[config.mk]
export PLATFORM = sky130hd
export DESIGN_NAME = branch_hazard_ctrl
export DESIGN_NICKNAME = d
export VERILOG_FILES = /design/src/rtl/branch_hazard_ctrl.sv
export SDC_FILE = /design/constraint.sdc
export NUM_CORES = 1
export LEC_CHECK = 0
export ABC_AREA = 1
export BUFFER_PORTS_ARGS = -buffer_cell sky130_fd_sc_hd__clkbuf_2
export CORE_UTILIZATION = 48
export DETAILED_ROUTE_END_ITERATION = 6
export PLACE_DENSITY = 0.81
export SYNTH_ARGS = -nofsm -noshare
export SYNTH_HDL_FRONTEND = slang
export SYNTH_SLANG_ARGS = --single-unit
export TNS_END_PERCENT = 20
[constraint.sdc]
create_clock -name clk -period 1.57 [get_ports clk]
set_input_delay 0.314 -clock clk [delete_from_list [all_inputs] [get_ports clk]]
set_output_delay 0.314 -clock clk [all_outputs]
set_load 0.005 [all_outputs]
[src/rtl/branch_hazard_ctrl.sv]
// branch_hazard_ctrl: branch squash, load-use stall and jump redirect control with saturating event counters
module branch_hazard_ctrl #(
  parameter int CNT_W = 16
) (
  input  logic             clk,
  input  logic             rst_n,
  input  logic             Branch_EX,
  input  logic             zero_EX,
  input  logic             MemRead_EX,
  input  logic [4:0]       rt_EX,
  input  logic [4:0]       rs_ID,
  input  logic [4:0]       rt_ID,
  input  logic             UseRt_ID,
  input  logic             Jump_ID,
  input  logic             clr_cnt,
  output logic [1:0]       pc_sel,
  output logic             PCWrite,
  output logic             IFID_Write,
  output logic             IFID_Flush,
  output logic             IDEX_Flush,
  output logic [CNT_W-1:0] taken_cnt,
  output logic [CNT_W-1:0] stall_cnt
);
  typedef enum logic [1:0] {RUN = 2'b00, STALL = 2'b01, SQUASH = 2'b10} state_t;
  state_t state_q, state_d;
  logic [CNT_W-1:0] taken_cnt_q, taken_cnt_d, stall_cnt_q, stall_cnt_d;
  logic taken, hazard, fire_taken, fire_stall;
  assign taken  = Branch_EX & zero_EX;
  assign hazard = MemRead_EX & (rt_EX != 5'd0) & ((rt_EX == rs_ID) | (UseRt_ID & (rt_EX == rt_ID)));
  // Next state and pipeline controls; reset overrides so the pipe is frozen and flushed while rst_n is low
  always_comb begin
    state_d    = RUN;
    pc_sel     = 2'b00;
    PCWrite    = 1'b1;
    IFID_Write = 1'b1;
    IFID_Flush = 1'b0;
    IDEX_Flush = 1'b0;
    fire_taken = 1'b0;
    fire_stall = 1'b0;
    case (state_q)
      RUN: begin
        if (taken) begin
          pc_sel     = 2'b01;
          IFID_Flush = 1'b1;
          IDEX_Flush = 1'b1;
          state_d    = SQUASH;
          fire_taken = 1'b1;
        end else if (hazard) begin
          PCWrite    = 1'b0;
          IFID_Write = 1'b0;
          IDEX_Flush = 1'b1;
          state_d    = STALL;
          fire_stall = 1'b1;
        end else if (Jump_ID) begin
          pc_sel     = 2'b10;
          IFID_Flush = 1'b1;
        end
      end
      STALL: begin
        if (Jump_ID) begin
          pc_sel     = 2'b10;
          IFID_Flush = 1'b1;
        end
      end
      default: ;
    endcase
    if (!rst_n) begin
      pc_sel     = 2'b00;
      PCWrite    = 1'b0;
      IFID_Write = 1'b0;
      IFID_Flush = 1'b1;
      IDEX_Flush = 1'b1;
      fire_taken = 1'b0;
      fire_stall = 1'b0;
    end
  end
  // Saturating counters with clear taking priority over a same-cycle increment
  always_comb begin
    taken_cnt_d = clr_cnt ? '0 : (fire_taken && taken_cnt_q != '1) ? taken_cnt_q + CNT_W'(1) : taken_cnt_q;
    stall_cnt_d = clr_cnt ? '0 : (fire_stall && stall_cnt_q != '1) ? stall_cnt_q + CNT_W'(1) : stall_cnt_q;
  end
  // State and counter registers, cleared immediately on reset assertion
  always_ff @(posedge clk or negedge rst_n) begin
    if (!rst_n) begin
      state_q     <= RUN;
      taken_cnt_q <= '0;
      stall_cnt_q <= '0;
    end else begin
      state_q     <= state_d;
      taken_cnt_q <= taken_cnt_d;
      stall_cnt_q <= stall_cnt_d;
    end
  end
  assign taken_cnt = taken_cnt_q;
  assign stall_cnt = stall_cnt_q;
endmodule

* After elaboration in Yosys (flattened, before gate mapping) *
Index checks and enable logic that the tools add are counted.

operators by class
  add/subtract/negate cells = 2
  multipliers = 0
  divide/modulo/power cells = 0
  order comparisons = 0
  equal/unequal tests = 5
  shift operators = 0
  mux-type cells = 31
  bitwise logic cells = 5
  reductions and logical operators = 6

operators by type and width
  cell                                            count
  2-to-1 mux 16 bit                               4
  adder 16 x 1 -> 16 bit (second input constant)  2
  != test 16 bit (second input constant)          2
  2-to-1 mux 1 bit                                19
  2-to-1 mux 2 bit                                6
  == test 5 bit                                   2
  nonzero test 5 bit                              1
  AND 1 bit                                       4
  one-hot mux 2 bit (2 select lines)              1
  nonzero test 2 bit                              2
  == test 2 x 1 -> 1 bit (second input constant)  1
  logical AND 1 bit                               2
  zero test 2 bit                                 1
  one-hot mux 1 bit (2 select lines)              1
  OR 1 bit                                        1

storage, ports and cells
  flip-flop bits (word level) = 34
  latch bits = 0
  bits in writable memories = 0
  ROM bits = 0
  input bits = 23
  word-level logic and storage cells = 52
  memories = 0

* Depth between registers and ports, before layout *
Gate-level depths: netlist of run 1.

  depth in word-level cells = 11
  gate-level depth with buffers = 12

* Worst setup path before layout of run 1 *
Ideal clock, no wire load.

  path kind = register to register
  start point = reg stall_cnt_q[0] (netlist: stall_cnt[0])
  end point = reg stall_cnt_q[6] (netlist: stall_cnt[6])
  library setup time = 0.118 ns
  data arrival time = 1.511 ns
  data required time = 1.452 ns
  setup slack = -0.058 ns
  stages on the path, launching flop included = 12
  clock period less this slack = 1.628 ns
  cell sequence = dfrtp_1 ha_1 nand2_1 nor2_4 nand3_4 nor2_4 nand3_2 clkinv_1 nor2_4 buf_12 nand3_2 nand2_1

between the ends
  longest elaborated chain between the ends = 3
  elaborated cells between the ends (all ways) = 6

ends and longest elaborated chain
  what                                                      RTL line  RTL
  start: declaration                                        26        logic [CNT_W-1:0] taken_cnt_q, taken_cnt_d, stall_cnt_q, stall_cnt_d;
  start signal: assignment                                  91        stall_cnt_q <= stall_cnt_d;
  adder 16 x 1 -> 16 bit or != test 16 bit (tied branches)  80        stall_cnt_d = clr_cnt ? '0 : (fire_stall && stall_cnt_q != '1) ? stall_cnt_q + CNT_W'(1) : stall_cnt_q;
  2-to-1 mux 16 bit or logical AND 1 bit (tied branches)    80
  2-to-1 mux 16 bit or nonzero test 2 bit (tied branches)   n/a

Several ways; a longest one is shown, not always the timed one. The select of a mux whose other input is x is not followed.
A chain may end at the register's enable or synchronous reset.

* Final worst setup path of run 1 *
  start point = in rt_EX[2]
  end point = out PCWrite

between the ends
  longest elaborated chain between the ends = 8
  elaborated cells between the ends (all ways) = 11

ends and longest elaborated chain
  what                RTL line  RTL
  start: declaration  10        input logic [4:0] rt_EX,
  == test 5 bit       29        assign hazard = MemRead_EX & (rt_EX != 5'd0) & ((rt_EX == rs_ID) | (UseRt_ID & (rt_EX == rt_ID)));
  AND 1 bit           29
  OR 1 bit            29
  AND 1 bit *         29
  2-to-1 mux 1 bit *  48        end else if (hazard) begin
  2-to-1 mux 1 bit *  42        if (taken) begin
  2-to-1 mux 1 bit *  40        case (state_q)
  2-to-1 mux 1 bit *  67        if (!rst_n) begin
  end: declaration    17        output logic PCWrite,

Mark *: on every way between the ends. The rest lies on a longest branch, timed or not.

==> metrics.txt, run 1 <==
outcome=complete, but fails checks; failing checks=negative setup slack; Slew @ Worst Pin=401 ps; fin crit share=112%; Post-DP Area=0.00303 mm²; Via-to-Cell Ratio=5.28; share of flip-flops with an asynchronous set or reset=100%; Pwr Density=530 mW/mm²; post-place setup slack=-187 ps; DRT antenna net count=0; root buffer cell=clkbuf_8; leakage power=1.88 nW; library cells used by synthesis=29; setup slack after layout=-183 ps; proportion of layout cells with a drive suffix above 1=44.2%; hold crit path type=in -> async; most area-consuming cells after synthesis=dfrtp_1, nand2_1, nand3_1; Final Hold Vio Count=0; Arrival @ worst endpoint=1440 ps; Mapped Cells=332; final number of setup-violating endpoints=25; grt ovf=0; CP required=1260 ps; area fraction of the dominant cell type after synthesis=35.8%; deepest clock path buffer count=2; synthesized flop and latch total=34; via count=2738; Final #Nets=476; clk slew on worst S/H paths=70 ps; htree depth=2; number of synthesized flops with an enable pin=0; minimum clock period=1750 ps; Die Y-Extent=72.4 µm; clk sinks=34; f_max=0.570 GHz; CTS buffer count=5; area delta synth->final=47.6%; CP max FO=5; drt drc=0; HPWL Detailed=4520 µm; initial antenna violation count=0; Initial Util=50.0%; largest area contributor in the netlist=dfrtp_1; CTS tree=built; Final Total Pwr=1.86 mW; core footprint=0.00475 mm²; syn avg cell area=7.16 µm²; largest net degree at the start of global routing=41; first-pass GRT wire length=11400 µm; Startpoint Class=primary input; RSZ-0062 raised after global routing=yes; vias in the first global route=2659; die area=0.00524 mm²; post-route cell area=0.00351 mm²; Peak supply drop=0.000533 V; Antenna diodes=0; Die Width=72.4 µm; Finished Layout Cells=519; wire length per cell=15.0 µm; leading cell type in the layout, fill and taps excluded=nand2_1; Main synth FF type=dfrtp_1; FILL cells=364; num ports=61; Tot GR Track Use=28.0%; TritonRoute pass-1 iters=4; synth warn=0; PortBufs=60; most frequent cells in the layout=nand2_1, buf_4, clkbuf_2, inv_1; Slew HR=73.1%; syn_nets=357; critical path class=in -> out; clk_skew=7.00 ps; MaxCap Viol Count=0; DP Cell Count=494; std cell rows=25; Total Wirelength=7800 µm; CP endpoint kind=primary output; fin. max-slew vios=0; RD Place Congestion=0.958; mapped cell area=0.00238 mm²; sequential-to-total area share from yosys stat=35.8%; Iter 0 DRT Violations=209; worst skew pair latency=290 ps
## per-layer routing
layer  wire length [µm]  up-vias  global-route usage [%]
met2               4180      113                    50.7
met1               2960     1288                    31.6
met4                321        0                    14.4
met5                  0        -                       0
met3                345       39                    4.31
li1                   -     1298                       -
## synthesized netlist by cell type, types with 2 or more instances
cell	count
dfrtp_1	34
nand2_1	75
nor2_4	4
nor2_2	3
inv_1	45
nand3_1	46
nor3_1	9
buf_2	3
nand4_1	6
nand3_4	2
inv_2	6
nand3_2	11
buf_4	2
nor2_1	33
xor2_1	16
o21ai_0	8
a21oi_1	8
o21ai_1	7
clkinv_1	2
ha_1	2
xnor2_1	2
## state kept, by name, summed over array words and instances (netlist names)
signal and count:
state_q 2, stall_cnt 16, taken_cnt 16
## timing repair
item | CTS | global route
hold buffers | 1 | 0
hold endpoints to repair | 9 | 0
resized for setup | 21 | 51
buffers inserted | 9 | 7
gates cloned | 0 | 1
pin swaps | 23 | 34
endpoints found under the setup margin | 36 | 35
## path summary, 6_finish.rpt
check	slack, ps	depth (start not counted)	from	endpoint
setup / recovery	-180	10	rt_EX[2]	PCWrite
hold / removal	110	2	rst_n	stall_cnt[14]$_DFFE_PN0P_
setup reg to reg	-100	10	state_q[1]$_DFF_PN0_	stall_cnt[4]$_DFFE_PN0P_
hold reg to reg	570	2	taken_cnt[9]$_DFFE_PN0P_	taken_cnt[9]$_DFFE_PN0P_
max in group asynchronous	890	3	rst_n	stall_cnt[9]$_DFFE_PN0P_
min in group clk	280	2	clr_cnt	taken_cnt[0]$_DFFE_PN0P_
## report_power, final
| part | leakage, nW | internal [mW] | switching (mW) |
|---|---|---|---|
| clock network | 0.0482 | 0.354 | 0.327 |
| logic | 1.36 | 0.122 | 0.173 |
| registers | 0.474 | 0.880 | 0.00393 |
## per-stage QoR
stage	util, %	hold WS, ps	TNS [ps]
finish	73.8	106	-2120
CTS	69.1	101	-638
global route	73.8	134	-5140
floorplan	-	18.4	-96.1
global placement	63.8	299	-1980
detailed placement	63.8	302	-3270
## logic make-up (layout without fill, tap and decap cells)
group                      Yosys count  in the layout  synth area share (%)
and+or+nand+nor                    192            192                  39.8
DFF                                 34             34                  35.8
buffers and inverters               61            181                  11.3
adders and majority gates            2              2                  1.05
AOI/OAI and AO/OA                   25             25                  5.42
xor gates and xnor gates            18             18                  6.63
## layout make-up
class / count / area (µm²) / share of cell area, %
multi-input cells: 237 / 1460 / 41.7
flip-flops and latches: 34 / 851 / 24.3
repair buffers: 120 / 815 / 23.2
inverters: 53 / 206 / 5.88
clock buffers: 7 / 86.3 / 2.46
well taps: 67 / 83.8 / 2.39
clock inverters: 1 / 5.00 / 0.143
## worst max-delay path, stage by stage
cell	delay (ps)
buf_4	140
nor2_2	110
nor2_1	60
nor2_1	150
nand3_1	130
nand2_2	110
nand2_4	90
o21ai_2	150
inv_2	60
clkbuf_2	110
No activity file was read; power rests on OpenSTA's default activity.
==> run 2, diff against run 1 <==
REMOVE_ABC_BUFFERS = 1   (was default)
==> metrics.txt, run 2 (synthesis gave the netlist of run 1 again) <==
outcome=complete, but fails checks; failing checks=negative setup slack; hold buffer count at cts=0 (-1); core footprint=0.00475 mm² (unchanged); CP endpoint kind=primary output; MaxCap Viol Count=0 (unchanged); Final Hold Vio Count=0 (unchanged); worst skew pair latency=290 ps (about the same); CP required=1260 ps (about the same); minimum clock period=1650 ps (-103 ps); Tot GR Track Use=25.1% (-2.8 points); Die Width=72.4 µm (unchanged); wire length per cell=12.7 µm (-16%); first-pass GRT wire length=10400 µm (-8.4%); area delta synth->final=38.5%; PortBufs=60 (unchanged); deepest clock path buffer count=2 (unchanged); setup slack after layout=-80.3 ps (+103 ps); Iter 0 DRT Violations=156 (-25%); CTS tree=built; Antenna diodes=0 (unchanged); Total Wirelength=6330 µm (-19%); Die Y-Extent=72.4 µm (unchanged); f_max=0.606 GHz (+6.2%); leading cell type in the layout, fill and taps excluded=nand2_1; DRT antenna net count=0 (unchanged); CP max FO=3 (-2); Via-to-Cell Ratio=5.13 (-2.8%); largest net degree at the start of global routing=24 (-41%); via count=2560 (-6.5%); grt ovf=0 (unchanged); initial antenna violation count=0 (unchanged); drt drc=0 (unchanged); clk_skew=3.97 ps (-3.03 ps); fin crit share=105% (-6.5 points); Slew HR=79.9% (+6.8 points); Slew @ Worst Pin=302 ps (-98.8 ps); leakage power=1.77 nW (-6.0%); root buffer cell=clkbuf_8; proportion of layout cells with a drive suffix above 1=37.0% (-7.2 points); RSZ-0062 raised after global routing=yes; Peak supply drop=0.000543 V (+1.8%); Pwr Density=647 mW/mm² (+22%); HPWL Detailed=4370 µm (-3.3%); hold crit path type=in -> async; num ports=61 (unchanged); Arrival @ worst endpoint=1340 ps (-100 ps); Initial Util=50.0% (unchanged); vias in the first global route=2422 (-8.9%); TritonRoute pass-1 iters=4 (unchanged); die area=0.00524 mm² (unchanged); worst hold slack=43.7 ps (-62.2 ps); clk sinks=34 (unchanged); std cell rows=25 (unchanged); clk slew on worst S/H paths=70 ps (about the same); htree depth=2 (unchanged); critical path class=reg -> out; DP Cell Count=484 (-2.0%); Startpoint Class=flip-flop; final number of setup-violating endpoints=16 (-36%); fin. max-slew vios=0 (unchanged); CTS buffer count=5 (unchanged); RD Place Congestion=0.903 (-5.7%); Util after Layout=69.3% (-4.5 points); Final #Nets=456 (-4.2%); most frequent cells in the layout=nand2_1, clkbuf_2, inv_1, nand3_1, buf_4; Finished Layout Cells=499 (-3.9%)
[run 2: worst max-delay path: stages (launching register included)]
cell      delay, ps
dfrtp_1         410
nor2_4          150
nand2_2          90
inv_2            80
nand3_2          80
a21oi_2         120
clkbuf_2        120
[run 2: report_power, final]
group | switching (mW) | leakage, nW | internal [mW] | total, mW
Sequential | 0.00398 | 0.474 | 0.881 | 0.885
Combinational | 0.144 | 1.22 | 0.0962 | 0.240
Clock | 0.328 | 0.0714 | 0.677 | 1.01
[run 2: through the flow]
step / TNS, ps / power [mW] / setup slack [ps] / cell area [µm²]
3_3_place_gp: -2120 / 1.10 / -143 / 2940
5_1_grt: -2990 / 2.21 / -152 / 3290
2_1_floorplan: -1930 / 0.993 / -127 / 2310
3_5_place_dp: -3270 / 1.10 / -222 / 2940
6_report: -531 / 2.13 / -80.3 / 3290
4_1_cts: -429 / 2.13 / -87.4 / 3170
[run 2: worst paths after layout]
path | slack [ps] | startpoint | end | cells after the start
worst max-delay path | -80 | state_q[1]$_DFF_PN0_ | pc_sel[1] | 6
max in group asynchronous | 1260 | rst_n | stall_cnt[6]$_DFFE_PN0P_ | 2
worst min-delay path | 40 | rst_n | state_q[0]$_DFF_PN0_ | 2
worst min register to register | 530 | taken_cnt[7]$_DFFE_PN0P_ | taken_cnt[7]$_DFFE_PN0P_ | 1
worst max register to register | -60 | stall_cnt[1]$_DFFE_PN0P_ | stall_cnt[7]$_DFFE_PN0P_ | 10
min in group clk | 280 | Branch_EX | state_q[1]$_DFF_PN0_ | 3
[run 2: repair_timing]
item / CTS / global route
setup buffers: 3 / 3
gates cloned: 1 / 1
pin swaps: 6 / 25
gates resized for setup: 14 / 24
setup endpoints to repair: 27 / 37
[run 2: per-layer routing]
metal / global-route usage, % / vias up / share of wire (%)
li1: - / 1257 / -
met1: 31.2 / 1220 / 44
met2: 45.6 / 71 / 50
met3: 3.33 / 12 / 4.3
met4: 6.97 / 0 / 1.5
met5: 0 / - / 0
[run 2: final cells by class]
class / instances / area, µm²
clock buffer: 6 / 82.6
clock inverter: 2 / 60.1
fill: 396 / 1460
inverter: 53 / 199
multi-input combinational: 238 / 1390
sequential: 34 / 851
tap: 67 / 83.8
timing repair buffer: 99 / 631
